===== config.mk =====
export PLATFORM = sky130hd
export DESIGN_NAME = burst_accumulator
export DESIGN_NICKNAME = d
export VERILOG_FILES = /design/src/rtl/burst_acc_pkg.sv /design/src/rtl/burst_accumulator_rca.sv /design/src/rtl/burst_accumulator.sv
export SDC_FILE = /design/constraint.sdc
export NUM_CORES = 1
export LEC_CHECK = 0
export BUFFER_PORTS_ARGS = -buffer_cell sky130_fd_sc_hd__clkbuf_2
export CAP_MARGIN = 20
export CORE_MARGIN = 2
export CORE_UTILIZATION = 45
export DETAILED_ROUTE_END_ITERATION = 7
export PLACE_DENSITY = 0.7
export SETUP_SLACK_MARGIN = 0.2
export SLEW_MARGIN = 15
export SYNTH_ARGS = -nofsm -noshare
export SYNTH_HDL_FRONTEND = slang
export SYNTH_SLANG_ARGS = --single-unit

===== constraint.sdc =====
create_clock -name clk -period 5.8 [get_ports clk]
set_clock_uncertainty 0.2 [all_clocks]
set_input_delay 0.87 -clock clk [delete_from_list [all_inputs] [get_ports clk]]
set_output_delay 0.87 -clock clk [all_outputs]
set_load 0.1 [all_outputs]

===== src/rtl/burst_acc_pkg.sv =====
// rtl/burst_acc_pkg.sv - shared constants and state encoding for burst_accumulator
package burst_acc_pkg;

    localparam int DEF_WIDTH = 4;
    localparam int DEF_BURST = 4;

    localparam logic [1:0] ST_IDLE  = 2'd0;
    localparam logic [1:0] ST_ACCUM = 2'd1;
    localparam logic [1:0] ST_DONE  = 2'd2;

endpackage


===== src/rtl/burst_accumulator_rca.sv =====
// rtl/burst_accumulator_rca.sv - combinational ripple-carry adder used as the accumulator datapath
module burst_accumulator_rca #(
    parameter int WIDTH = 4
) (
    input  logic [WIDTH-1:0] i_a,
    input  logic [WIDTH-1:0] i_b,
    input  logic             i_cy_in,
    output logic [WIDTH-1:0] o_sum,
    output logic             o_cy_out
);

    logic [WIDTH:0] w_carry;

    assign w_carry[0] = i_cy_in;

    // one full-adder cell per bit, carry rippling from LSB to MSB
    for (genvar g = 0; g < WIDTH; g++) begin : g_bit
        assign o_sum[g]       = i_a[g] ^ i_b[g] ^ w_carry[g];
        assign w_carry[g + 1] = (i_a[g] & i_b[g]) | (w_carry[g] & (i_a[g] ^ i_b[g]));
    end

    assign o_cy_out = w_carry[WIDTH];

endmodule


===== src/rtl/burst_accumulator.sv =====
// rtl/burst_accumulator.sv - accumulates a burst of operands through the ripple adder; optional BURST_ACC_SATURATE_EN clamps on overflow
module burst_accumulator
    import burst_acc_pkg::*;
#(
    parameter int WIDTH = DEF_WIDTH,
    parameter int BURST = DEF_BURST
) (
    input  logic             clk,
    input  logic             rst_n,
    input  logic             start,
    input  logic             in_valid,
    output logic             in_ready,
    input  logic [WIDTH-1:0] in_data,
    input  logic             in_cin,
    output logic             out_valid,
    input  logic             out_ready,
    output logic [WIDTH-1:0] out_sum,
    output logic             out_ovf,
    output logic             busy
);

    localparam int CNT_W = $clog2(BURST + 1);

    logic [1:0]       r_state;
    logic [1:0]       w_next_state;
    logic [WIDTH-1:0] r_acc;
    logic             r_ovf;
    logic [CNT_W-1:0] r_cnt;

    logic [WIDTH-1:0] w_sum;
    logic             w_cy_out;
    logic             w_handshake;
    logic             w_last;

    burst_accumulator_rca #(
        .WIDTH(WIDTH)
    ) u_rca (
        .i_a      (r_acc),
        .i_b      (in_data),
        .i_cy_in  (in_cin),
        .o_sum    (w_sum),
        .o_cy_out (w_cy_out)
    );

    assign w_handshake = in_valid & in_ready;
    assign w_last      = w_handshake && (r_cnt == CNT_W'(BURST - 1));

    // state register
    always_ff @(posedge clk or negedge rst_n) begin
        if (!rst_n) begin
            r_state <= ST_IDLE;
        end else begin
            r_state <= w_next_state;
        end
    end

    // next-state decode; start is only honoured in IDLE
    always_comb begin
        w_next_state = r_state;
        case (r_state)
            ST_IDLE:  if (start)     w_next_state = ST_ACCUM;
            ST_ACCUM: if (w_last)    w_next_state = ST_DONE;
            ST_DONE:  if (out_ready) w_next_state = ST_IDLE;
            default:                 w_next_state = ST_IDLE;
        endcase
    end

    // outputs decoded from the registered state; result is zero outside DONE
    always_comb begin
        in_ready  = (r_state == ST_ACCUM);
        out_valid = (r_state == ST_DONE);
        busy      = (r_state == ST_ACCUM) || (r_state == ST_DONE);
        out_sum   = (r_state == ST_DONE) ? r_acc : '0;
        out_ovf   = (r_state == ST_DONE) && r_ovf;
    end

    // accumulator, sticky overflow and operand counter; cleared on start, updated per handshake
    always_ff @(posedge clk or negedge rst_n) begin
        if (!rst_n) begin
            r_acc <= '0;
            r_ovf <= 1'b0;
            r_cnt <= '0;
        end else if (r_state == ST_IDLE && start) begin
            r_acc <= '0;
            r_ovf <= 1'b0;
            r_cnt <= '0;
        end else if (r_state == ST_ACCUM && w_handshake) begin
`ifdef BURST_ACC_SATURATE_EN
            if (w_cy_out || (r_acc == {WIDTH{1'b1}})) begin
                r_acc <= {WIDTH{1'b1}};
            end else begin
                r_acc <= w_sum;
            end
`else
            r_acc <= w_sum;
`endif
            r_ovf <= r_ovf | w_cy_out;
            r_cnt <= r_cnt + 1'b1;
        end
    end

endmodule


# After elaboration in Yosys (flattened, before gate mapping)
# Cells that the tools add are included.
# totals
wordCells,52
input_bits,10
reg_bits,10
# op_classes
n_eq_ne,6
add_sub_neg,1
n_reduce_logical,8
n_mux,11
bitwise,22
# ops
op,n
4-bit two-way mux,3
1-bit bitwise AND,9
1-bit bitwise XOR,8
2-bit two-way mux,3
3-bit two-way mux,2
2-bit case mux with 3 select lines,1
1-bit bitwise OR,5
1-bit logical AND,4
"2-bit by 1-bit != test with 1-bit output, second input constant",2
"3-bit by 1-bit adder with 3-bit output, second input constant",1
"3-bit by 2-bit == test with 1-bit output, second input constant",1
3-bit AND reduction,1
"2-bit by 1-bit == test with 1-bit output, second input constant",1
"2-bit == test, second input constant",1
2-bit zero test,1
1-bit two-way mux,2
"2-bit != test, second input constant",1
2-bit nonzero test,1
1-bit logical OR,1

# Logic depth before layout (Yosys ltp)
# depth
word_depth,12
depth_mapped,10
mapped_depth_nobuf,10

# Modules after synthesis
# A second synthesis with hierarchy kept.
# hier_totals
cells_unflattened,71
area_unflattened_um2,663.1
# by_module_without_submodules
mod,instances,area_per_inst_um2,seq_area_each_um2,cells_per_inst
burst_accumulator,1,545.5,250.2,57
burst_accumulator_rca,1,117.6,0.0,14

# Least setup slack after synthesis
# Ideal clock, no wire load.
# synth_path
kind,reg2out
start,register r_state[0]
end,output out_ovf
t_arrival_ns,2.201
setup_slack_ns,2.529
path_stages_with_launch,4
path_cell_list,dfrtp_1 > inv_1 > ha_1 > and2_1
# synth_between
elab_chain_cells,2
# synth_lines
item,line,text
start: declaration,burst_accumulator.sv:24,logic [1:0] r_state;
start signal: assignment,burst_accumulator.sv:53,r_state <= w_next_state;
2-bit == test,n/a,
named net out_valid,burst_accumulator.sv:15,"output logic out_valid,"
1-bit logical AND,burst_accumulator.sv:74,out_ovf = (r_state == ST_DONE) && r_ovf;
end: declaration,burst_accumulator.sv:18,"output logic out_ovf,"
# The timed path passes the listed nets, and every way through them passes these cells.

# Worst setup path after layout
# layout_path
start,register r_state[0]
end,output out_sum[2]
# layout_between
elab_chain_cells,2
# layout_lines
item,line,text
2-bit == test,burst_accumulator.sv:73,out_sum = (r_state == ST_DONE) ? r_acc : '0;
4-bit two-way mux,burst_accumulator.sv:73,
end: declaration,burst_accumulator.sv:17,"output logic [WIDTH-1:0] out_sum,"
# Every way passes these cells.

==> impl_metrics.csv <==
group,metric,value,unit
setup_path,path_class,"reg2out",
placement,dp.cells,99,
timing,worst_slew_pin_slew,0.539,ns
clocking,cts_max_level,1,
detailed_routing,vias_per_cell,4.95,
detailed_routing,vias,505,
timing,hold_violations,0,
final_layout,nets,108,
die,initial_core_util,47.1,%
setup_path,cp_max_fo,7,
detailed_routing,drc,0,
clocking,cts.sinks,10,
timing,final-max-slew-violation-count,0,
pwr,switching_power,207,µW
synth,syn_area,693,µm²
synth,synthTopCellsByArea,"dfrtp_1 36%, fa_1 12%, ha_1 11%, inv_1 6.0%, a211oi_2 5.4%",
placement,pre_cts_ws,2.87,ns
synth,ys_seq_elements,10,
synth,synth_enable_flop_cells,0,
timing,max_slew_margin,64.2,%
timing,rsz0062_at_grt,"false",
setup_path,ff2ff_path_depth,8,
global_route,gr-total-overflow,0,
pwr,peakVddDrop,0.000516,V
placement,place_area,779,µm²
clocking,cts_setup_buffers,0,
synth,synth_cell_type_count,20,
detailed_routing,antenna_left,0,
pwr,switching_share,50.7,%
final_layout,final-instance-count-excl-fill,102,
clocking,cts-root-buf,"clkbuf_4",
synth,netlist_instances,68,
pwr,seq_power_share,29.9,%
clocking,clk_pin_slew,0.07,ns
synth,ys_async_sr_fraction,100,%
clocking,cts_buffers,3,
timing,setup_viol,0,
clocking,cts_hold_buf,0,
synth,syn_avg_cell_area,10.2,µm²
pwr,comb_power_share,58.3,%
clocking,clk_latency,0.26,ns
clocking,postCtsResizedCells,0,
timing,holdWs,0.260,ns
setup_path,r2r-start,"r_acc[0]$_DFFE_PN0P_",
run,max_cap_violations,0,
die,num_io_pins,18,
setup_path,cp.arrival,1.66,ns
global_route,grt_usage,14.6,%
global_route,first_global_vias,444,
global_route,grt_max_degree,11,
final_layout,drive_gt1_share,32.6,%
pwr,p_clk_share,11.7,%
die,die_h,43.2,µm
setup_path,reg2reg_to,"r_acc[3]$_DFFE_PN0P_",
final_layout,num_antenna_cells,0,
timing,period_needed,2.73,ns
synth,yosysWarnings,0,
clocking,cts_buffer_depth,2,
setup_path,end_kind,"output port",
final_layout,stdcell_area,802,µm²
synth,synth_common_cells,"11 x inv_1, 10 x dfrtp_1, 9 x nand2_1",
placement,gp_congestion,0.738,
setup_path,reg2reg_slack,3.44,ns
status,status,"completed",
synth,yosysSeqAreaShare,36.1,%
global_route,grt_pass1_wl,1910,µm
placement,dp_hpwl,924,µm
synth,syn_nets,88,
detailed_routing,routedWlPerCell,11.5,µm
synth,yosysTopAreaCellShare,36.1,%
synth,ys.flop_type,"dfrtp_1",
pwr,power_leakage,0.000413,µW
die,core_region_area,0.00147,mm²
synth,yosysMostFrequentCell,"inv_1",
worst_hold_path,hp-class,"in2async",
die,die-width,43.2,µm
detailed_routing,routed_wl,1180,µm
synth,synth_top_area_cell,"dfrtp_1",
detailed_routing,dr.pass1.iters,4,
pwr,power.internal,201,µW
global_route,antenna_found_initial,0,
clocking,cts_tree,"built",
detailed_routing,drtIter0Drc,7,
timing,postLayoutSetupSlackWorst,3.07,ns
pwr,cellPowerDensity,508,mW/mm²
placement,io_buffers,17,
timing,fmax,366,MHz
die,die_area,0.00187,mm²
setup_path,required,4.73,ns
die,row_count,14,
timing,finalSetupTns,0,ns
timing,post-route-period-util,47.1,%
setup_path,start_kind,"flip-flop",
final_layout,area_delta_synth_final,15.7,%
final_layout,fillers,135,
-- worst max-delay path by stage --
stage               slack, ns                   end  depth (start not counted)                    from
global placement         2.90  r_acc[3]$_DFFE_PN0P_                          9              in_data[0]
finish                   3.07            out_sum[2]                          4  r_state[0]$_DFFE_PN0P_
detailed placement       2.87  r_acc[3]$_DFFE_PN0P_                          9              in_data[0]
CTS                      3.04            out_sum[2]                          4  r_state[0]$_DFFE_PN0P_
floorplan                2.53               out_ovf                          3  r_state[0]$_DFFE_PN0P_
global route             3.00            out_sum[1]                          4  r_state[0]$_DFFE_PN0P_
-- per-stage QoR --
step	util [%]	total power, µW
after CTS	54.5	412
after detailed placement	53.0	363
after global routing	54.5	439
after floorplan	-	335
after global placement	53.0	358
final	54.5	408
-- critical path, stage by stage, from the launching register on --
cell and delay [ns]:
dfrtp_1 0.40, inv_1 0.12, ha_1 0.27, and2_1 0.16, clkbuf_2 0.45
-- power groups by stage --
stage / logic (µW) / registers [µW] / clock network (µW)
after global placement: 236 / 122 / 0
after global routing: 262 / 126 / 51.1
after floorplan: 218 / 118 / 0
after CTS: 241 / 122 / 49.0
final: 238 / 122 / 47.8
after detailed placement: 240 / 123 / 0
-- routing by layer --
layer  up-vias  part of all wire, %  wire length, µm  global-route usage (%)
met1       234                   49              570                    19.5
met2        18                   44              517                    20.6
li1        249                    -                -                       -
met4         0                  2.6               31                    10.9
met3         4                  4.8               56                    2.55
met5         -                    0                0                       0
-- flip-flops by register name, summed over array words and instances, names as in the netlist --
name / flops
r_acc: 4
r_state: 2
r_ovf: 1
r_cnt: 3
-- cell type report --
class / count / area [µm²] / share of cell area (%)
multi-input cells: 45 / 383 / 47.7
flip-flops and latches: 10 / 250 / 31.2
repair buffers: 17 / 85.1 / 10.6
inverters: 11 / 41.3 / 5.15
clock buffers: 3 / 22.5 / 2.81
well taps: 16 / 20.0 / 2.50
-- kinds of logic after synthesis --
logic type,after synthesis,synth area share (%)
flip-flops,10,36.1
buffers and inverters,13,8.66
multiplexers,1,2.17
AND/OR/NAND/NOR,24,19.0
AO/OA/AOI/OAI,9,10.5
XOR/XNOR,1,1.26
adder cells (fa/ha/maj),10,22.4
-- layout by cell type, fill, tap and decap left out, types with 2 or more instances in the layout --
master / netlist / routed
fa_1: 4 / 4
dfrtp_1: 10 / 10
a211oi_2: 3 / 3
clkbuf_2: 0 / 17
nand2_1: 9 / 9
a21oi_1: 5 / 5
ha_1: 6 / 6
inv_1: 11 / 11
and2_1: 6 / 6
nor2_1: 2 / 2
nor2_2: 2 / 2
clkbuf_4: 0 / 3
Note: power is estimated with default switching activity, not from simulation.
